<file path="src/rtl/krake_bus_master.sv">
// Krake register-bus initiator: one command in, one strobed bus cycle out, one response back.
// Optional timeout/abort path enabled by defining KRAKE_MASTER_TIMEOUT_EN.
module krake_bus_master #(
  parameter int unsigned TIMEOUT_CYCLES = 15
) (
  input  logic       clk_i,
  input  logic       rst_i,
  input  logic       cmd_valid,
  output logic       cmd_ready,
  input  logic       cmd_we,
  input  logic [3:0] cmd_adr,
  input  logic [7:0] cmd_dat,
  output logic       rsp_valid,
  input  logic       rsp_ready,
  output logic [7:0] rsp_dat,
  output logic       rsp_err,
  output logic       stb_o,
  output logic       we_o,
  output logic [3:0] adr_o,
  output logic [7:0] dat_o,
  input  logic [7:0] dat_i,
  input  logic       ack_i
);

  typedef enum logic [1:0] {
    ST_IDLE   = 2'd0,
    ST_STROBE = 2'd1,
    ST_WAIT   = 2'd2,
    ST_RESP   = 2'd3
  } state_e;

  state_e     state_q, state_d;
  logic       cmd_ready_q, cmd_ready_d;
  logic       rsp_valid_q, rsp_valid_d;
  logic [7:0] rsp_dat_q, rsp_dat_d;
  logic       rsp_err_q, rsp_err_d;
  logic       stb_q, stb_d;
  logic       we_q, we_d;
  logic [3:0] adr_q, adr_d;
  logic [7:0] dat_q, dat_d;

`ifdef KRAKE_MASTER_TIMEOUT_EN
  localparam logic [7:0] TIMEOUT_LAST = 8'(TIMEOUT_CYCLES - 1);
  logic [7:0] cnt_q, cnt_d;
`endif

  // Next-state and next-output computation; every output is the registered copy of its _d.
  always_comb begin
    state_d     = state_q;
    cmd_ready_d = cmd_ready_q;
    rsp_valid_d = rsp_valid_q;
    rsp_dat_d   = rsp_dat_q;
    rsp_err_d   = rsp_err_q;
    stb_d       = 1'b0;
    we_d        = we_q;
    adr_d       = adr_q;
    dat_d       = dat_q;
`ifdef KRAKE_MASTER_TIMEOUT_EN
    cnt_d       = cnt_q;
`endif

    case (state_q)
      ST_IDLE: begin
        if (cmd_valid && cmd_ready_q) begin
          state_d     = ST_STROBE;
          cmd_ready_d = 1'b0;
          stb_d       = 1'b1;
          we_d        = cmd_we;
          adr_d       = cmd_adr;
          dat_d       = cmd_dat;
        end else begin
          cmd_ready_d = 1'b1;
        end
      end

      ST_STROBE: begin
        state_d = ST_WAIT;
`ifdef KRAKE_MASTER_TIMEOUT_EN
        cnt_d   = 8'd0;
`endif
      end

      ST_WAIT: begin
        // An ack wins over a timeout expiring in the same cycle.
        if (ack_i) begin
          state_d     = ST_RESP;
          rsp_valid_d = 1'b1;
          rsp_dat_d   = we_q ? 8'd0 : dat_i;
          rsp_err_d   = 1'b0;
        end else begin
`ifdef KRAKE_MASTER_TIMEOUT_EN
          if (cnt_q == TIMEOUT_LAST) begin
            state_d     = ST_RESP;
            rsp_valid_d = 1'b1;
            rsp_dat_d   = 8'd0;
            rsp_err_d   = 1'b1;
          end else if (cnt_q != 8'hFF) begin
            cnt_d = cnt_q + 8'd1;
          end else begin
            cnt_d = cnt_q;
          end
`else
          state_d = ST_WAIT;
`endif
        end
      end

      ST_RESP: begin
        if (rsp_ready) begin
          state_d     = ST_IDLE;
          rsp_valid_d = 1'b0;
          rsp_dat_d   = 8'd0;
          rsp_err_d   = 1'b0;
          cmd_ready_d = 1'b1;
          we_d        = 1'b0;
          adr_d       = 4'd0;
          dat_d       = 8'd0;
        end else begin
          rsp_valid_d = 1'b1;
        end
      end

      default: begin
        state_d     = ST_IDLE;
        cmd_ready_d = 1'b1;
        rsp_valid_d = 1'b0;
        rsp_dat_d   = 8'd0;
        rsp_err_d   = 1'b0;
        we_d        = 1'b0;
        adr_d       = 4'd0;
        dat_d       = 8'd0;
      end
    endcase
  end

  // State and output registers with synchronous reset.
  always_ff @(posedge clk_i) begin
    if (rst_i) begin
      state_q     <= ST_IDLE;
      cmd_ready_q <= 1'b1;
      rsp_valid_q <= 1'b0;
      rsp_dat_q   <= 8'd0;
      rsp_err_q   <= 1'b0;
      stb_q       <= 1'b0;
      we_q        <= 1'b0;
      adr_q       <= 4'd0;
      dat_q       <= 8'd0;
`ifdef KRAKE_MASTER_TIMEOUT_EN
      cnt_q       <= 8'd0;
`endif
    end else begin
      state_q     <= state_d;
      cmd_ready_q <= cmd_ready_d;
      rsp_valid_q <= rsp_valid_d;
      rsp_dat_q   <= rsp_dat_d;
      rsp_err_q   <= rsp_err_d;
      stb_q       <= stb_d;
      we_q        <= we_d;
      adr_q       <= adr_d;
      dat_q       <= dat_d;
`ifdef KRAKE_MASTER_TIMEOUT_EN
      cnt_q       <= cnt_d;
`endif
    end
  end

  assign cmd_ready = cmd_ready_q;
  assign rsp_valid = rsp_valid_q;
  assign rsp_dat   = rsp_dat_q;
  assign rsp_err   = rsp_err_q;
  assign stb_o     = stb_q;
  assign we_o      = we_q;
  assign adr_o     = adr_q;
  assign dat_o     = dat_q;

endmodule

</file>
<file path="config.mk">
export PLATFORM = sky130hd
export DESIGN_NAME = krake_bus_master
export DESIGN_NICKNAME = d
export VERILOG_FILES = /design/src/rtl/krake_bus_master.sv
export SDC_FILE = /design/constraint.sdc
export NUM_CORES = 1
export LEC_CHECK = 0
export BUFFER_PORTS_ARGS = -buffer_cell sky130_fd_sc_hd__buf_2
export CORE_MARGIN = 3
export CORE_UTILIZATION = 25
export CTS_CLUSTER_DIAMETER = 100
export DETAILED_ROUTE_END_ITERATION = 7
export GPL_TIMING_DRIVEN = 0
export PLACE_DENSITY = 0.56
export SYNTH_ARGS = -nofsm -noshare
export SYNTH_HDL_FRONTEND = slang
export SYNTH_SLANG_ARGS = --single-unit
</file>
<file path="constraint.sdc">
create_clock -name clk_i -period 4.28 [get_ports clk_i]
set_clock_uncertainty 0.2 [all_clocks]
set_input_delay 0.428 -clock clk_i [delete_from_list [all_inputs] [get_ports clk_i]]
set_output_delay 0.428 -clock clk_i [all_outputs]
set_load 0.01 [all_outputs]
</file>
==> results.cfg <==
[placed_design]
placed_area_mm2 = 0.001423
routabilityCongestion = 0.7927
dp_hpwl_um = 2126
place_worst_setup_slack_ns = 2.434
portBuffers = 49

[sta]
maxSlewViolCount = 0
clock.fmax_mhz = 518.6
fin_ws_ns = 2.352
slew_headroom_pct = 40.99
finalHoldViolCount = 0
rsz0062_at_grt = no
setup_viol = 0
tns_ns = 0
post-route-min-period_ns = 1.928
tightest_slew_ns = 0.8784
post-route-period-util_pct = 45.05
whs_ns = 0.1700

[global_route]
grt_pass1_wl_um = 4278
grt_overflow_total = 0
grt_max_degree = 16
grt_pass1_vias = 954
antenna_found_initial = 0
gr-usage-all-layers_pct = 10.03

[route]
firstDrtPassIters = 4
post_drt_wl_per_cell_um = 13.04
drc = 0
wirelength_um = 2661
via_count = 953
drtAntennaViolNets = 0
vias_per_cell = 4.672
initialDrtViolationCount = 12

[pwr]
p_int_uw = 603.3
p_leak_uw = 0.0007003
irDropWorstVdd_v = 0.0001714
sw_frac_of_total_pct = 33.98
pwr-share-seq_pct = 37.4
p_per_area_mw_per_mm2 = 611.7
power_switching_uw = 310.5
clkPwrFrac_pct = 21.9
pwr-share-comb_pct = 40.6

[logic_synthesis]
syn_nets = 132
yosysWarnings = 0
yosysSeqAreaShare_pct = 46.69
avgSynthCellArea_um2 = 11.04
ys_ff_latch = 26
netlist_area_mm2 = 0.001115
ys_types = 30
synth_cells = 101

[cts]
cts_buffer_depth = 2
htree_levels = 1
cts_resized = 0
tritoncts = yes
clock-sinks = 26
numCtsBuffers = 3
path_clk_slew_ns = 0.09
cts-root-buf = clkbuf_8
clk_latency_ns = 0.26
cts_hold_buf = 0
cts_setup_buffers = 0

[floorplan]
dieArea_mm2 = 0.005296
initial_core_util_pct = 26.90
die_w_um = 72.78
io_pins = 51
core_area_mm2 = 0.004144
die_y_um = 72.78
core.rowCount = 23

[cells_and_area]
insertedDiodeCount = 0
final_util_pct = 36.05
layout-drive-gt1-share_pct = 50.00
areaGrowthSynthToFinish_pct = 34.01
fin_nets = 186
finalInstanceArea_mm2 = 0.001494
final.fill_count = 429

[setup_path]
path_class = register to register
critPathMaxFanout = 8
critPathLaunchType = register
arrival_ns = 1.92
cp.required_ns = 4.27
worst_setup_path_end_kind = register
crit_start = state_q[0]$_SDFFE_PP0P_
r2r-start = state_q[0]$_SDFFE_PP0P_

[run_status]
status = finished, final reports clean

[hold_path]
worstHoldStart = cmd_dat[1]
hp-class = primary input to register

[job]
max_cap_violations = 0
-- power groups by stage --
stage | Sequential (uW) | Combinational, uW | Clock (uW)
after global placement | 344 | 360 | 0
after detailed placement | 348 | 371 | 0
after global routing | 350 | 405 | 220
final | 342 | 371 | 200
after CTS | 343 | 373 | 209
after floorplan | 369 | 236 | 0
-- registers in the layout (all words and copies together), names as in the netlist --
signal	flops
rsp_dat	8
adr_o	4
cmd_ready	1
state_q	2
rsp_valid	1
dat_o	8
stb_o	1
we_o	1
-- placed cells by master (no fill, tap or decap) --
| master | instances |
|---|---|
| or2_1 | 1 |
| nor4b_4 | 1 |
| nand4_1 | 8 |
| clkbuf_8 | 3 |
| a31oi_4 | 1 |
| buf_4 | 1 |
| buf_1 | 1 |
| a21oi_1 | 3 |
| o21ai_0 | 8 |
| buf_2 | 50 |
| mux2_2 | 1 |
| bufinv_16 | 1 |
| buf_6 | 2 |
| nand2b_4 | 1 |
| and2_1 | 1 |
| nor3_1 | 1 |
| a311oi_1 | 2 |
| conb_1 | 1 |
| nand2_1 | 1 |
| nand2b_1 | 9 |
| nand3_1 | 1 |
| nor2_1 | 2 |
| a21o_2 | 1 |
| clkbuf_1 | 2 |
| dfxtp_1 | 26 |
| a22o_2 | 13 |
| nand2b_2 | 1 |
| ha_1 | 5 |
| nand3b_1 | 1 |
| inv_1 | 2 |
| mux2i_1 | 2 |
| a21bo_4 | 1 |
-- metrics by stage --
step           power, uW  instances
6_report           913.8        204
5_1_grt            975.3        204
3_5_place_dp       719.2        200
4_1_cts            924.2        204
2_1_floorplan      604.7        101
3_3_place_gp       703.2        200
-- metal layers --
layer,GRT usage [%],share of wire (%)
met1,11.79,41
met2,17.23,48
met3,3.306,11
met4,3.074,0.30
met5,0,0
-- worst max-delay path, stage by stage, from the launching register on --
cell and delay (ns):
dfxtp_1 0.36, ha_1 0.27, nor3_1 0.73, nand4_1 0.18, o21ai_0 0.12
-- cell families (layout without fill, tap and decap cells) --
group	Yosys count	in the layout	share of synthesized area, %
flops	26	26	46.69
fa+ha+maj	5	5	5.612
mux	3	3	2.806
simple gates	28	28	17.40
buf+inv	9	62	4.826
compound gates	29	29	22.33
other cells	1	1	0.3364
-- path summary, 6_finish.rpt --
kind / to / slack (ns) / depth (start not counted)
max: rsp_dat[3]$_SDFFE_PP0P_ / 2.35 / 4
min: dat_o[1]$_SDFFE_PP0P_ / 0.17 / 2
max reg2reg: rsp_dat[3]$_SDFFE_PP0P_ / 2.35 / 4
min reg2reg: rsp_dat[0]$_SDFFE_PP0P_ / 0.28 / 2
-- cell usage after synthesis --
master	instances	area (um^2)
a21bo_4	1	16.27
a21o_2	1	8.760
a21oi_1	3	15.01
a22o_2	13	130.1
a311oi_1	2	17.52
a31oi_4	1	21.27
and2_1	1	6.260
buf_1	1	3.750
buf_2	1	5.000
buf_4	1	7.510
buf_6	2	22.52
clkbuf_1	2	7.510
conb_1	1	3.750
dfxtp_1	26	520.5
ha_1	5	62.56
inv_1	2	7.510
mux2_2	1	11.26
mux2i_1	2	20.02
nand2_1	1	3.750
nand2b_1	9	56.30
nand2b_2	1	8.760
nand2b_4	1	13.76
nand3_1	1	5.000
nand3b_1	1	7.510
nand4_1	8	50.05
nor2_1	2	7.510
nor3_1	1	5.000
nor4b_4	1	23.77
o21ai_0	8	40.04
or2_1	1	6.260
-- final cells by class --
| type | instances | area (um^2) | area share, % |
|---|---|---|---|
| inverters | 2 | 7.507 | 0.5025 |
| multi-input cells | 66 | 540.5 | 36.18 |
| repair buffers | 49 | 245.2 | 16.42 |
| flip-flops and latches | 26 | 520.5 | 34.84 |
| clock buffers | 3 | 41.29 | 2.764 |
| clock inverters | 1 | 30.03 | 2.010 |
| well taps | 50 | 62.56 | 4.188 |
| plain buffers | 7 | 46.29 | 3.099 |
(Power assumes the default switching activity.)
